File: src/rtl/uart_tx_arb_pkg.sv
// Shared definitions for the UART transmit arbiter: FSM state encoding,
// baud-rate derived gap defaults and small elaboration-time helpers.
package uart_tx_arb_pkg;

  // FSM state type and encoding, kept as plain constants so older tools and
  // netlists that expect a bare 2-bit state vector still line up.
  typedef logic [1:0] arb_state_t;

  localparam arb_state_t ST_IDLE    = 2'd0;
  localparam arb_state_t ST_LAUNCH  = 2'd1;
  localparam arb_state_t ST_RELEASE = 2'd2;
  localparam arb_state_t ST_GAP     = 2'd3;

  // Idle cycles after busy falls that cover one full stop bit on a 50 MHz clock.
  localparam int GAP_CYCLES_115200 = 434;
  localparam int GAP_CYCLES_9600   = 5208;

  // Default number of cycles the arbiter waits for the transmitter to go busy.
  localparam int ACK_TIMEOUT_DEFAULT = 15;

  function automatic int max_int(input int a, input int b);
    return (a > b) ? a : b;
  endfunction

  // Width of a requester index; never narrower than one bit.
  function automatic int index_width(input int n);
    return (n > 1) ? $clog2(n) : 1;
  endfunction

endpackage

File: src/rtl/uart_tx_arb_rr_pick.sv
// Combinational round-robin selector: starting at the pointer, picks the first
// active request and reports it both one-hot and as an index.
module rr_pick
  import uart_tx_arb_pkg::*;
#(
  parameter int N_REQ = 4,
  parameter int IDX_W = index_width(N_REQ)
) (
  input  logic [N_REQ-1:0] req,
  input  logic [IDX_W-1:0] ptr,
  output logic [N_REQ-1:0] grant,
  output logic [IDX_W-1:0] grant_idx,
  output logic             grant_any
);

  // Position k steps after the pointer, wrapped into the requester range.
  function automatic int wrap_pos(input logic [IDX_W-1:0] p, input int k);
    return (int'(p) + k) % N_REQ;
  endfunction

  // Scan all requesters in priority order from the pointer; first hit wins.
  always_comb begin
    grant     = '0;
    grant_idx = '0;
    grant_any = 1'b0;
    for (int k = 0; k < N_REQ; k++) begin
      if (!grant_any && req[wrap_pos(ptr, k)]) begin
        grant[wrap_pos(ptr, k)] = 1'b1;
        grant_idx               = IDX_W'(wrap_pos(ptr, k));
        grant_any               = 1'b1;
      end
    end
  end

endmodule

File: src/rtl/uart_tx_arb.sv
// Round-robin arbiter feeding bytes from several requesters into one serial
// transmitter. Each byte is launched with a tx_en rising edge, the arbiter
// waits for the transmitter to finish, then holds off for a stop-bit gap
// before serving the next requester.
module uart_tx_arb
  import uart_tx_arb_pkg::*;
#(
  parameter int N_REQ       = 4,
  parameter int GAP_CYCLES  = GAP_CYCLES_115200,
  parameter int ACK_TIMEOUT = ACK_TIMEOUT_DEFAULT
) (
  input  logic                           sys_clk,
  input  logic                           rst,
  input  logic [N_REQ-1:0]               req_valid,
  input  logic [8*N_REQ-1:0]             req_data,
  output logic [N_REQ-1:0]               req_ready,
  output logic [7:0]                     tx_data,
  output logic                           tx_en,
  input  logic                           tx_busy,
  output logic [index_width(N_REQ)-1:0]  grant_id,
  output logic                           active,
  output logic                           err_timeout
);

  localparam int IDX_W = index_width(N_REQ);

  // One counter serves both the launch timeout and the gap; sized so that
  // neither terminal count can wrap it.
  localparam int CNT_W = $clog2(max_int(GAP_CYCLES, ACK_TIMEOUT) + 1);

  localparam logic [CNT_W-1:0] GAP_LAST = CNT_W'(GAP_CYCLES - 1);
  localparam logic [CNT_W-1:0] ACK_LAST = CNT_W'(ACK_TIMEOUT - 1);
  localparam logic [IDX_W-1:0] IDX_LAST = IDX_W'(N_REQ - 1);

  arb_state_t       state;
  logic [CNT_W-1:0] cnt;
  logic [IDX_W-1:0] rr_ptr;

  logic [N_REQ-1:0] pick_onehot;
  logic [IDX_W-1:0] pick_idx;
  logic             pick_any;
  logic [7:0]       pick_byte;

  rr_pick #(
    .N_REQ (N_REQ),
    .IDX_W (IDX_W)
  ) u_rr_pick (
    .req       (req_valid),
    .ptr       (rr_ptr),
    .grant     (pick_onehot),
    .grant_idx (pick_idx),
    .grant_any (pick_any)
  );

  // Select the winner's byte out of the flattened request data bus.
  always_comb begin
    pick_byte = '0;
    for (int i = 0; i < N_REQ; i++) begin
      if (pick_idx == IDX_W'(i)) begin
        pick_byte = req_data[8*i +: 8];
      end
    end
  end

  assign active = (state != ST_IDLE);

  // Arbitration FSM: grant in IDLE, hold tx_en until the transmitter goes
  // busy (or give up), wait for busy to clear, then enforce the idle gap.
  always_ff @(posedge sys_clk or posedge rst) begin
    if (rst) begin
      state       <= ST_IDLE;
      cnt         <= '0;
      rr_ptr      <= '0;
      tx_en       <= 1'b0;
      tx_data     <= '0;
      req_ready   <= '0;
      grant_id    <= '0;
      err_timeout <= 1'b0;
    end else begin
      req_ready   <= '0;
      err_timeout <= 1'b0;
      case (state)
        ST_IDLE: begin
          if (pick_any) begin
            tx_data   <= pick_byte;
            grant_id  <= pick_idx;
            req_ready <= pick_onehot;
            tx_en     <= 1'b1;
            cnt       <= '0;
            rr_ptr    <= (pick_idx == IDX_LAST) ? '0 : pick_idx + 1'b1;
            state     <= ST_LAUNCH;
          end
        end
        ST_LAUNCH: begin
          if (tx_busy) begin
            tx_en <= 1'b0;
            state <= ST_RELEASE;
          end else if (cnt == ACK_LAST) begin
            tx_en       <= 1'b0;
            err_timeout <= 1'b1;
            cnt         <= '0;
            state       <= ST_GAP;
          end else begin
            cnt <= cnt + 1'b1;
          end
        end
        ST_RELEASE: begin
          if (!tx_busy) begin
            cnt   <= '0;
            state <= ST_GAP;
          end
        end
        ST_GAP: begin
          if (cnt == GAP_LAST) begin
            cnt   <= '0;
            state <= ST_IDLE;
          end else begin
            cnt <= cnt + 1'b1;
          end
        end
        default: begin
          tx_en <= 1'b0;
          cnt   <= '0;
          state <= ST_IDLE;
        end
      endcase
    end
  end

endmodule
File: config.mk
export PLATFORM = sky130hd
export DESIGN_NAME = uart_tx_arb
export DESIGN_NICKNAME = d
export VERILOG_FILES = /design/src/rtl/uart_tx_arb_pkg.sv /design/src/rtl/uart_tx_arb_rr_pick.sv /design/src/rtl/uart_tx_arb.sv
export SDC_FILE = /design/constraint.sdc
export NUM_CORES = 1
export LEC_CHECK = 0
export BUFFER_PORTS_ARGS = -buffer_cell sky130_fd_sc_hd__buf_2
export CORE_UTILIZATION = 40
export CTS_BUF_LIST = sky130_fd_sc_hd__clkbuf_8 sky130_fd_sc_hd__clkbuf_16
export DETAILED_ROUTE_END_ITERATION = 8
export PLACE_DENSITY = 0.72
export SYNTH_ARGS = -nofsm -noshare
export SYNTH_HDL_FRONTEND = slang
export SYNTH_SLANG_ARGS = --single-unit
File: constraint.sdc
create_clock -name sys_clk -period 3.9 [get_ports sys_clk]
set_input_delay 0.195 -clock sys_clk [delete_from_list [all_inputs] [get_ports sys_clk]]
set_output_delay 0.195 -clock sys_clk [all_outputs]
set_load 0.03 [all_outputs]
==> results.py, run 1 <==
metrics = {
    "detailed_routing": {
        "wl_per_cell_um": 13.61,
        "drc_errors": 0,
        "detail-route-antenna-nets": 0,
        "drt_first_pass_iters": 4,
        "vias": 1926,
        "viasPerCell": 5.380,
        "drtIter0Drc": 98,
        "wirelength_um": 4872,
    },
    "synthesis": {
        "synth.yosys.warnings": 0,
        "mappedNetlistArea_um2": 2133,
        "synth.yosys.seq_area_share": 0.3402,
        "synth_compound_gate_area_share": 0.2164,
        "synth-xor-area-share": 0,
        "avgSynthCellArea_um2": 9.235,
        "ys_async_sr_fraction": 1.000,
        "combinational_family_with_the_most_area_after_synthesis": "compound AO/OA/AOI/OAI gates",
        "synth_simple_gate_area_share": 0.1730,
        "synth_adder_area_share": 0.1114,
        "mappedNetlistNets": 289,
        "post_synth_edffs": 0,
        "syn-instance-count": 231,
        "synth_cell_types": 44,
        "synth_flop_cell": "dfrtp_1",
        "yosys_register_bits": 29,
        "multiplexer_area_fraction_after_synthesis": 0.1056,
    },
    "placement": {
        "post-dp-hpwl_um": 3636,
        "globalplace.congestion": 0.8244,
        "port-buffer-count": 55,
        "place_area_um2": 2469,
    },
    "clock_network": {
        "clock_tree.buffer_depth": 2,
        "tritoncts": "built",
        "numCtsBuffers": 5,
        "root_buf_cell": "clkbuf_8",
        "cts-htree-levels": 2,
        "cts-resized-gates": 0,
        "worstSkewPairLatency_ns": 0.28,
        "clkTransAtPathRegs_ns": 0.07,
        "clock_sinks": 29,
    },
    "critical_path": {
        "end_kind": "register",
        "worst-path-max-fanout": 16,
        "cp.required_ns": 4.07,
        "cp_slowest_stage_delay_ns": 0.43,
        "worst_path_arrival_ns": 3.48,
        "crit_type": "reg -> reg",
        "start_kind": "register",
        "crit_path_cell_trace": "inv_1, ha_1, mux4_2, nor2b_1, o21ai_0, o31a_1, inv_1, ha_1, nand3b_1, a21oi_1, a21oi_1, o21ai_0, mux2_2",
        "critical-path-slowest-cell": "mux4_2",
    },
    "status": {
        "run_status": "finished, final reports clean",
    },
    "sta": {
        "setup_total_negative_slack_ns": 0,
        "fin_crit_share": 0.8471,
        "timing.slew.headroom": 0.5992,
        "final_period_minus_worst_setup_slack_ns": 3.304,
        "final_max_tran_viols": 0,
        "finalClockSkew_ns": 0.004941,
        "worst_hold_slack_ns": 0.1088,
        "tightest_slew_ns": 0.5998,
        "grt_setup_unrepaired": "false",
        "setup-violations-final": 0,
        "maxClockFrequency_mhz": 302.7,
        "timing.final.hold_violations": 0,
    },
    "final_layout": {
        "nFillCells": 500,
        "synthToLayoutAreaGrowth_pct": 20.23,
        "antennaDiodeCount": 0,
        "multiInputGateArea_um2": 1294,
        "ff_latch_area_um2": 725.7,
        "finish.instance_area_um2": 2565,
        "post_route_cells_drive_above_1_share": 0.3090,
        "commonest_cells_after_routing_fill_and_taps_aside": "55 x buf_2, 29 x dfrtp_1, 27 x nand2_1",
        "fin_nets": 345,
        "layout_commonest_cell": "buf_2",
    },
    "global_routing": {
        "global_route.usage.total": 0.1845,
        "global_route_wire_length_before_repair_um": 7831,
        "antenna_found_initial": 0,
        "largest_net_degree_at_the_start_of_global_routing": 30,
        "first_global_vias": 1743,
        "globalRoute.totalOverflow": 0,
    },
    "floorplanning": {
        "dieWidth_um": 75.03,
        "start_util": 0.4177,
        "i_o_pin_count": 56,
        "core_area_um2": 5107,
        "floorplan.die.height_um": 75.03,
        "fp-row-count": 26,
        "dieArea_um2": 5630,
    },
    "pwr": {
        "power.ir.vdd_worst_mv": 0.5198,
        "cellLeakagePower_nw": 1.168,
        "cellPowerDensity_nw_per_um2": 896.6,
    },
    "flow_run": {
        "cap_viol_max_count": 0,
    },
    "min_path": {
        "worst_hold_path_type": "in -> reg",
    },
}
[sequential cells by signal (all words and copies together) (netlist names)]
| name | cells |
|---|---|
| tx_en | 1 |
| rr_ptr | 2 |
| tx_data | 8 |
| err_timeout | 1 |
| grant_id | 2 |
| state | 2 |
| req_ready | 4 |
| cnt | 9 |
[kinds of logic (layout without fill, tap and decap cells)]
group / Yosys count / count (layout)
AND/OR/NAND/NOR: 69 / 69
flip-flops: 29 / 29
buffers and inverters: 26 / 83
multiplexers: 16 / 16
AO/OA/AOI/OAI: 72 / 72
adder cells (fa/ha/maj): 19 / 19
[cells in the mapped netlist (2+ instances only)]
| master | number | area (um2) |
|---|---|---|
| nand3b_1 | 8 | 60.06 |
| nand2_1 | 27 | 101.4 |
| a21oi_1 | 25 | 125.1 |
| o31ai_1 | 4 | 30.03 |
| mux2_1 | 2 | 22.52 |
| a22oi_1 | 9 | 67.56 |
| o21bai_1 | 3 | 22.52 |
| a221oi_1 | 2 | 17.52 |
| o21ai_0 | 14 | 70.07 |
| mux2_2 | 10 | 112.6 |
| mux4_2 | 4 | 90.09 |
| nor2_1 | 7 | 26.28 |
| or3_1 | 2 | 12.51 |
| ha_1 | 19 | 237.7 |
| nand2b_1 | 3 | 18.77 |
| buf_4 | 2 | 15.01 |
| clkbuf_1 | 6 | 22.52 |
| or4_1 | 3 | 22.52 |
| or2_2 | 4 | 25.02 |
| dfrtp_1 | 29 | 725.7 |
| o41ai_1 | 2 | 17.52 |
| nand3_1 | 4 | 20.02 |
| inv_1 | 15 | 56.30 |
| nand4_1 | 2 | 12.51 |
| o21ai_1 | 3 | 15.01 |
| nor3_1 | 2 | 10.01 |
| o2bb2ai_1 | 3 | 26.28 |
[worst paths after layout]
kind	cells past startpoint	slack [ns]	end	start
worst max-delay path	13	0.60	tx_data[0]	rr_ptr[1]
worst min-delay path	2	0.11	err_timeout	tx_busy
worst max register to register	13	0.60	tx_data[0]	rr_ptr[1]
worst min register to register	1	0.50	tx_data[4]	tx_data[4]
max in group asynchronous	4	3.09	tx_data[7]	rst
min in group asynchronous	4	0.53	cnt[0]	rst
[worst max-delay path: cells and delay by family (launching register included)]
| kind | cells | cell delay [ns] |
|---|---|---|
| mux | 2 | 0.71 |
| flops | 1 | 0.35 |
| compound gates | 5 | 0.65 |
| fa+ha+maj | 2 | 0.78 |
| buf+inv | 2 | 0.22 |
| simple gates | 2 | 0.50 |
[power by group]
| group | internal [W] | switching [W] |
|---|---|---|
| combinational | 0.000630 | 0.000953 |
| clock | 0.000123 | 0.000124 |
| sequential | 0.000408 | 0.0000621 |
| total | 0.00116 | 0.00114 |
[final cells by class]
class	count	share of cell area
inverters	15	0.02195
clock inverters	3	0.006829
repair buffers	60	0.1229
well taps	70	0.03415
clock buffers	5	0.02683
flip-flops and latches	29	0.2829
multi-input cells	176	0.5044
[timing repair]
item,4_1_cts,5_1_grt
buffers inserted,0,0
hold buffers,1,0
endpoints found under the hold margin,29,0
[per-stage QoR]
stage	total power (W)	instances	utilization	setup WS [ns]
after detailed placement	0.002043	349	0.4833	0.6548
after global routing	0.002509	358	0.5022	0.2708
after floorplan	0.001716	231	-	0.5818
after CTS	0.002301	358	0.5022	0.6285
final	0.002300	358	0.5022	0.5964
after global placement	0.002016	349	0.4833	0.7733
[layer usage]
metal,global-route usage,share of wire,vias up
li1,-,-,953
met1,0.2409,0.45,918
met2,0.2933,0.49,42
met3,0.04418,0.039,13
met4,0.07757,0.021,0
met5,0,0,-
(Power assumes the default switching activity.)
==> run 2: changes to the inputs <==
--- a/config.mk
+++ b/config.mk
@@ -5,11 +5,12 @@
 export SDC_FILE = /design/constraint.sdc
 export NUM_CORES = 1
 export LEC_CHECK = 0
+export ABC_AREA = 1
 export BUFFER_PORTS_ARGS = -buffer_cell sky130_fd_sc_hd__buf_2
 export CORE_UTILIZATION = 40
 export CTS_BUF_LIST = sky130_fd_sc_hd__clkbuf_8 sky130_fd_sc_hd__clkbuf_16
 export DETAILED_ROUTE_END_ITERATION = 8
-export PLACE_DENSITY = 0.72
+export PLACE_DENSITY = 0.71
 export SYNTH_ARGS = -nofsm -noshare
 export SYNTH_HDL_FRONTEND = slang
 export SYNTH_SLANG_ARGS = --single-unit
==> constraint.sdc (replaced) <==
create_clock -name sys_clk -period 3.1 [get_ports sys_clk]
set_input_delay 0.155 -clock sys_clk [delete_from_list [all_inputs] [get_ports sys_clk]]
set_output_delay 0.155 -clock sys_clk [all_outputs]
set_load 0.03 [all_outputs]
==> run 2 against run 1 <==
Compared with the run above:
- worst hold slack worse by 0.063 ns
- first-iteration DRC count is 6.1% higher
- synthesized area is 12% higher
- sequential power is 29% higher
- final cell count is 34% higher
- clock power is 37% higher
- total power is 41% higher
- clock skew is 0.0025 ns higher
- global-route usage is 0.87 points higher
- sequential share of layout area is 2.6 points lower
- largest cell class unchanged
==> results.py, run 2 <==
metrics = {
    "final_layout": {
        "largest_register_ffs": 9,
        "post_route_cells_drive_above_1_share": 0.2162,
        "finish.instance_area_um2": 2831,
        "synthToLayoutAreaGrowth_pct": 17.99,
        "nFillCells": 555,
        "max_flop_register": "cnt",
        "biggestRegsByFlops": "cnt (9), tx_data (8), req_ready (4)",
        "instances_no_fill": 479,
        "commonest_cells_after_routing_fill_and_taps_aside": "137 x nand2_1, 55 x buf_2, 36 x inv_1",
        "fin_nets": 464,
        "antennaDiodeCount": 0,
        "layout.core_utilization": 0.5019,
        "layout_commonest_cell": "nand2_1",
    },
    "synthesis": {
        "mappedNetlistArea_um2": 2400,
        "synth.cells.most_frequent": "137 x nand2_1, 36 x inv_1, 30 x nand3_1",
        "mappedNetlistNets": 411,
        "netlist_top_cells_area": "dfrtp_1 30%, nand2_1 21%, ha_1 9.9%",
        "synth_flop_cell": "dfrtp_1",
        "synth_adder_area_share": 0.09906,
        "syn-instance-count": 353,
        "synth.yosys.warnings": 0,
        "synth_cell_types": 30,
        "synth-xor-area-share": 0.01460,
        "post-synth-top-count-cell": "nand2_1",
        "combinational_family_with_the_most_area_after_synthesis": "simple AND/OR/NAND/NOR gates",
        "ys_async_sr_fraction": 1.000,
        "post_synth_edffs": 0,
        "synth_top_area_frac": 0.3024,
        "avgSynthCellArea_um2": 6.798,
        "yosys_register_bits": 29,
        "synth.yosys.seq_area_share": 0.3024,
        "synth_simple_gate_area_share": 0.3936,
        "multiplexer_area_fraction_after_synthesis": 0,
        "synth_compound_gate_area_share": 0.09645,
        "netlist.top_cell.by_area": "dfrtp_1",
    },
    "sta": {
        "timing.slew.headroom": 0.4377,
        "fin_crit_share": 0.8986,
        "finalClockSkew_ns": 0.007444,
        "setup-violations-final": 0,
        "grt_setup_unrepaired": "false",
        "timing.final.hold_violations": 0,
        "setup_total_negative_slack_ns": 0,
        "final_max_tran_viols": 0,
        "final_period_minus_worst_setup_slack_ns": 2.786,
        "tightest_slew_ns": 0.8426,
        "maxClockFrequency_mhz": 359.0,
    },
    "min_path": {
        "worst_hold_path_type": "in -> async",
    },
    "global_routing": {
        "global_route_wire_length_before_repair_um": 9839,
        "globalRoute.totalOverflow": 0,
        "first_global_vias": 2239,
        "largest_net_degree_at_the_start_of_global_routing": 22,
        "global_route.usage.total": 0.1931,
        "antenna_found_initial": 0,
    },
    "pwr": {
        "power.clock.fraction": 0.105,
        "power.total_w": 0.003248,
        "power.ir.vdd_worst_mv": 0.6922,
        "power.switching_fraction": 0.5490,
        "switching_power_w": 0.001783,
        "internal_power_w": 0.001465,
        "cellPowerDensity_nw_per_um2": 1147,
        "comb_power_share": 0.709,
        "cellLeakagePower_nw": 1.627,
        "share_seq_of_total_power": 0.186,
    },
    "critical_path": {
        "critical-path-top-cell-by-count": "nand2_1",
        "worst-path-max-fanout": 9,
        "crit_type": "reg -> reg",
        "start_kind": "register",
        "cp_slowest_stage_delay_ns": 0.39,
        "worst_path_arrival_ns": 2.95,
        "cp.required_ns": 3.27,
        "critical-path-slowest-cell": "dfrtp_1",
        "end_kind": "register",
        "crit_path_cell_trace": "inv_4, ha_1, inv_1, nand3_1, nand2_1, inv_1, nand3_1, nand2_1, nand2_1, inv_1, ha_1, buf_4, a21oi_1, nand2_1, o21ai_0, o21ai_0, nand2_1, nand2_1",
    },
    "clock_network": {
        "clkTransAtPathRegs_ns": 0.06,
        "tritoncts": "built",
        "root_buf_cell": "clkbuf_8",
        "worstSkewPairLatency_ns": 0.27,
        "clock_sinks": 29,
        "cts-htree-levels": 2,
        "clock_tree.buffer_depth": 2,
        "numCtsBuffers": 5,
        "postCtsSetupRepairBufs": 0,
    },
    "floorplanning": {
        "fp-row-count": 27,
        "i_o_pin_count": 56,
        "start_util": 0.4254,
        "dieWidth_um": 79.46,
        "floorplan.die.height_um": 79.46,
        "dieArea_um2": 6313,
        "core_area_um2": 5642,
    },
    "detailed_routing": {
        "viasPerCell": 4.919,
        "drt_first_pass_iters": 4,
        "wirelength_um": 5480,
        "drtIter0Drc": 104,
        "wl_per_cell_um": 11.44,
        "drc_errors": 0,
        "detail-route-antenna-nets": 0,
        "vias": 2356,
    },
    "placement": {
        "post-dp-hpwl_um": 4219,
        "port-buffer-count": 55,
        "dp.cells": 471,
        "globalplace.congestion": 0.8628,
        "place_area_um2": 2719,
    },
    "status": {
        "run_status": "finished, final reports clean",
    },
    "flow_run": {
        "cap_viol_max_count": 0,
    },
}
run 2: cell types whose count changed in the layout (fill, tap and decap cells not counted), moves of 6 or more:
cell	change
a21oi_1	-17
nand3_1	+26
nand2_2	+6
nand3b_1	-7
mux2_2	-10
inv_1	+21
nand2_1	+110
nand4_1	+10
a22oi_1	-9
run 2: metal layers:
layer / routed length (um) / vias to the layer above / global-route usage
li1: - / 1233 / -
met5: 0 / - / 0
met4: 27 / 0 / 0.03818
met1: 2524 / 1048 / 0.2417
met2: 2678 / 73 / 0.3470
met3: 249 / 2 / 0.03086
run 2: final timing paths:
kind	slack (ns)	to	cells after the start	startpoint
worst max-delay path	0.31	tx_data[6]	18	rr_ptr[0]
worst min-delay path	0.05	cnt[0]	2	rst
worst max register to register	0.31	tx_data[6]	18	rr_ptr[0]
worst min register to register	0.47	tx_data[3]	2	tx_data[3]
max in group asynchronous	2.40	tx_en	3	rst
min in group sys_clk	0.19	tx_data[5]	5	req_data[29]
run 2: layout make-up:
type / count / area, um2 / share of cell area
Clock buffer: 7 / 96.34 / 0.03403
Clock inverter: 1 / 5.005 / 0.001768
Inverter: 39 / 148.9 / 0.05259
Multi-Input combinational cell: 272 / 1459 / 0.5152
Sequential cell: 29 / 726.9 / 0.2567
Tap cell: 72 / 90.09 / 0.03182
Timing Repair Buffer: 59 / 305.3 / 0.1078
run 2: logic make-up (layout without fill, tap and decap cells):
logic type	after synthesis	count (layout)
simple gates	209	209
buf+inv	52	106
compound gates	40	40
flops	29	29
fa+ha+maj	19	19
xor+xnor	4	4
run 2: worst max-delay path, delay by kind of cell, from the launching register on:
| kind | cells | cell delay, ns |
|---|---|---|
| buf+inv | 5 | 0.60 |
| compound gates | 3 | 0.33 |
| fa+ha+maj | 2 | 0.58 |
| simple gates | 8 | 0.78 |
| flops | 1 | 0.39 |
run 2: power by group through the flow:
stage | clock (W) | sequential, W | combinational [W]
final | 0.000339 | 0.000604 | 0.00230
after global routing | 0.000368 | 0.000619 | 0.00264
after CTS | 0.000352 | 0.000605 | 0.00226
after detailed placement | 0 | 0.000610 | 0.00226
after global placement | 0 | 0.000606 | 0.00222
after floorplan | 0 | 0.000774 | 0.00161
run 2: metrics by stage:
step | hold WS, ns | worst slack (ns)
floorplan | 0.2331 | 0.2621
global placement | 0.3786 | 0.2311
detailed placement | 0.3774 | 0.1385
CTS | 0.07816 | 0.1140
global route | 0.1133 | 0.03223
finish | 0.04537 | 0.3143
run 2: repair_timing:
item                       CTS  global route
setup endpoints to repair    0             8
resized for setup            0             4
hold buffers                 0             0
==> run 3: changes to the inputs <==
--- a/config.mk
+++ b/config.mk
@@ -7,10 +7,12 @@
 export LEC_CHECK = 0
 export ABC_AREA = 1
 export BUFFER_PORTS_ARGS = -buffer_cell sky130_fd_sc_hd__buf_2
+export CORE_MARGIN = 2
 export CORE_UTILIZATION = 40
 export CTS_BUF_LIST = sky130_fd_sc_hd__clkbuf_8 sky130_fd_sc_hd__clkbuf_16
 export DETAILED_ROUTE_END_ITERATION = 8
-export PLACE_DENSITY = 0.71
+export PLACE_DENSITY = 0.72
 export SYNTH_ARGS = -nofsm -noshare
 export SYNTH_HDL_FRONTEND = slang
+export SYNTH_HIERARCHICAL = 1
 export SYNTH_SLANG_ARGS = --single-unit
==> run 3 against run 2 <==
Compared with the run above:
- global-route usage is 0.38 points higher
- clock-buffer cell count is 1 lower
- largest cell class unchanged
- worst hold slack better by 0.12 ns
- register-to-register slack better by 0.02 ns
- non-clock buffer count is 1 higher
- fmax is 0.59% higher
- combinational power is 4% higher
- core utilization is 1.0 points lower
==> results.py, run 3 <==
metrics = {
    "status": {
        "run_status": "finished, final reports clean",
    },
    "synthesis": {
        "post-synth-top-count-cell": "nand2_1",
        "synth_flop_cell": "dfrtp_1",
        "synth.cells.most_frequent": "81 x nand2_1, 39 x inv_1, 32 x a21oi_1",
        "post_synth_edffs": 0,
        "synth_cell_types": 31,
        "synth.yosys.warnings": 6,
        "mappedNetlistNets": 374,
        "synth_top_area_frac": 0.3201,
        "ys_async_sr_fraction": 1.000,
        "yosys_register_bits": 29,
        "syn-instance-count": 318,
        "synth.yosys.seq_area_share": 0.3201,
        "mappedNetlistArea_um2": 2267,
        "netlist_top_cells_area": "dfrtp_1 32%, nand2_1 13%, ha_1 9.4%",
        "netlist.top_cell.by_area": "dfrtp_1",
        "avgSynthCellArea_um2": 7.129,
    },
    "placement": {
        "post-dp-hpwl_um": 4229,
        "globalplace.congestion": 0.9118,
        "port-buffer-count": 55,
    },
    "flow_run": {
        "cap_viol_max_count": 0,
    },
    "critical_path": {
        "cp.required_ns": 3.31,
        "worst-path-max-fanout": 10,
        "end_kind": "register",
        "worst_path_arrival_ns": 2.97,
        "crit_type": "reg -> reg",
        "start_kind": "register",
    },
    "clock_network": {
        "clkTransAtPathRegs_ns": 0.07,
        "clock_sinks": 29,
        "numCtsBuffers": 5,
        "cts-htree-levels": 2,
        "tritoncts": "built",
        "clock_tree.buffer_depth": 2,
        "worstSkewPairLatency_ns": 0.29,
        "root_buf_cell": "clkbuf_8",
    },
    "floorplanning": {
        "i_o_pin_count": 56,
        "core_area_um2": 5507,
        "dieArea_um2": 6286,
        "floorplan.die.height_um": 79.29,
        "start_util": 0.4117,
        "fp-row-count": 27,
        "dieWidth_um": 79.29,
    },
    "final_layout": {
        "synthToLayoutAreaGrowth_pct": 19.48,
        "post_route_cells_drive_above_1_share": 0.2334,
        "fin_nets": 433,
        "antennaDiodeCount": 0,
        "nFillCells": 538,
        "largest_register_ffs": 9,
        "layout_commonest_cell": "nand2_1",
        "commonest_cells_after_routing_fill_and_taps_aside": "81 x nand2_1, 55 x buf_2, 40 x inv_1",
        "biggestRegsByFlops": "cnt (9), tx_data (8), req_ready (4)",
        "max_flop_register": "cnt",
    },
    "sta": {
        "tightest_slew_ns": 0.3988,
        "fin_crit_share": 0.8933,
        "final_max_tran_viols": 0,
        "timing.slew.headroom": 0.7338,
        "setup-violations-final": 0,
        "timing.final.hold_violations": 0,
        "worst_hold_slack_ns": 0.1644,
        "grt_setup_unrepaired": "false",
        "maxClockFrequency_mhz": 361.1,
        "setup_total_negative_slack_ns": 0,
        "finalClockSkew_ns": 0.008035,
        "final_period_minus_worst_setup_slack_ns": 2.769,
    },
    "pwr": {
        "cellLeakagePower_nw": 1.446,
        "cellPowerDensity_nw_per_um2": 1231,
        "power.ir.vdd_worst_mv": 0.6513,
    },
    "global_routing": {
        "largest_net_degree_at_the_start_of_global_routing": 30,
        "first_global_vias": 2211,
        "antenna_found_initial": 0,
        "global_route.usage.total": 0.1969,
        "globalRoute.totalOverflow": 0,
        "global_route_wire_length_before_repair_um": 9832,
    },
    "detailed_routing": {
        "drc_errors": 0,
        "top_signal_layer_used": "met4",
        "dr_wl_met3_um": 252,
        "wirelength_met1_um": 2599,
        "detail-route-antenna-nets": 0,
        "drtIter0Drc": 148,
        "viasPerCell": 5.067,
        "drt_first_pass_iters": 4,
        "vias": 2275,
        "wirelength_um": 5664,
        "wl_per_cell_um": 12.61,
        "detailed_routed_wire_length_on_met2_um": 2731,
    },
    "min_path": {
        "worst_hold_path_type": "in -> reg",
    },
}
[run 3: logic make-up after synthesis]
logic type               Yosys count  share of synthesized area
buffers and inverters             50                    0.09382
XOR/XNOR                           2                   0.007728
AND/OR/NAND/NOR                  171                     0.3598
flip-flops                        29                     0.3201
AO/OA/AOI/OAI                     49                     0.1247
adder cells (fa/ha/maj)           17                    0.09382
[run 3: critical path: stages (launching register included)]
cell and delay, ns:
dfrtp_2 0.46, inv_2 0.13, ha_1 0.38, inv_1 0.11, nand3_1 0.09, nand2_1 0.06, nor2_2 0.23, a21oi_1 0.10
nand3_1 0.14, inv_1 0.08, ha_1 0.30, nor2_4 0.24, nand2_1 0.07, nand2_1 0.06, o211ai_1 0.08, a21oi_1 0.14
[run 3: stage by stage]
step,utilization,worst slack (ns),power [W],cell area (um2),instances
finish,0.4919,0.3307,0.003334,2709,449
global route,0.4919,0.03341,0.003710,2709,449
CTS,0.4901,0.2175,0.003325,2699,448
global placement,0.4726,0.3511,0.002958,2603,440
floorplan,-,0.5799,0.002507,2267,318
detailed placement,0.4726,0.2454,0.002983,2603,440
[run 3: final cells by class]
type / count / area [um2] / share of cell area
clock inverters: 1 / 3.754 / 0.001386
multi-input cells: 239 / 1329 / 0.4905
flip-flops and latches: 29 / 728.2 / 0.2688
clock buffers: 6 / 82.58 / 0.03048
inverters: 42 / 160.2 / 0.05912
well taps: 72 / 90.09 / 0.03326
repair buffers: 60 / 315.3 / 0.1164
[run 3: worst paths after layout]
kind                                   start     endpoint  slack [ns]  depth (start not counted)
min in group asynchronous                rst     state[0]        0.49                          4
max in group asynchronous                rst    rr_ptr[1]        2.31                          4
worst max-delay path               rr_ptr[0]   tx_data[6]        0.33                         15
worst min-delay path            req_data[24]   tx_data[0]        0.16                          3
worst min register to register   grant_id[0]  grant_id[0]        0.50                          2
worst max register to register     rr_ptr[0]   tx_data[6]        0.33                         15
[run 3: per-layer routing]
metal / global-route usage / vias up
li1: - / 1152
met1: 0.2498 / 1057
met2: 0.3314 / 58
met3: 0.03750 / 8
met4: 0.07414 / 0
met5: 0 / -
[run 3: power by group]
part           internal, W  switching [W]
registers         0.000525      0.0000964
clock network     0.000173       0.000150
logic             0.000810        0.00158
total              0.00151        0.00183
[run 3: timing repair]
item                                    in CTS  in global routing
setup buffers                                0                  1
resized for setup                            0                  2
endpoints found under the setup margin       0                  8
endpoints found under the hold margin       29                  0
hold buffers                                 1                  0
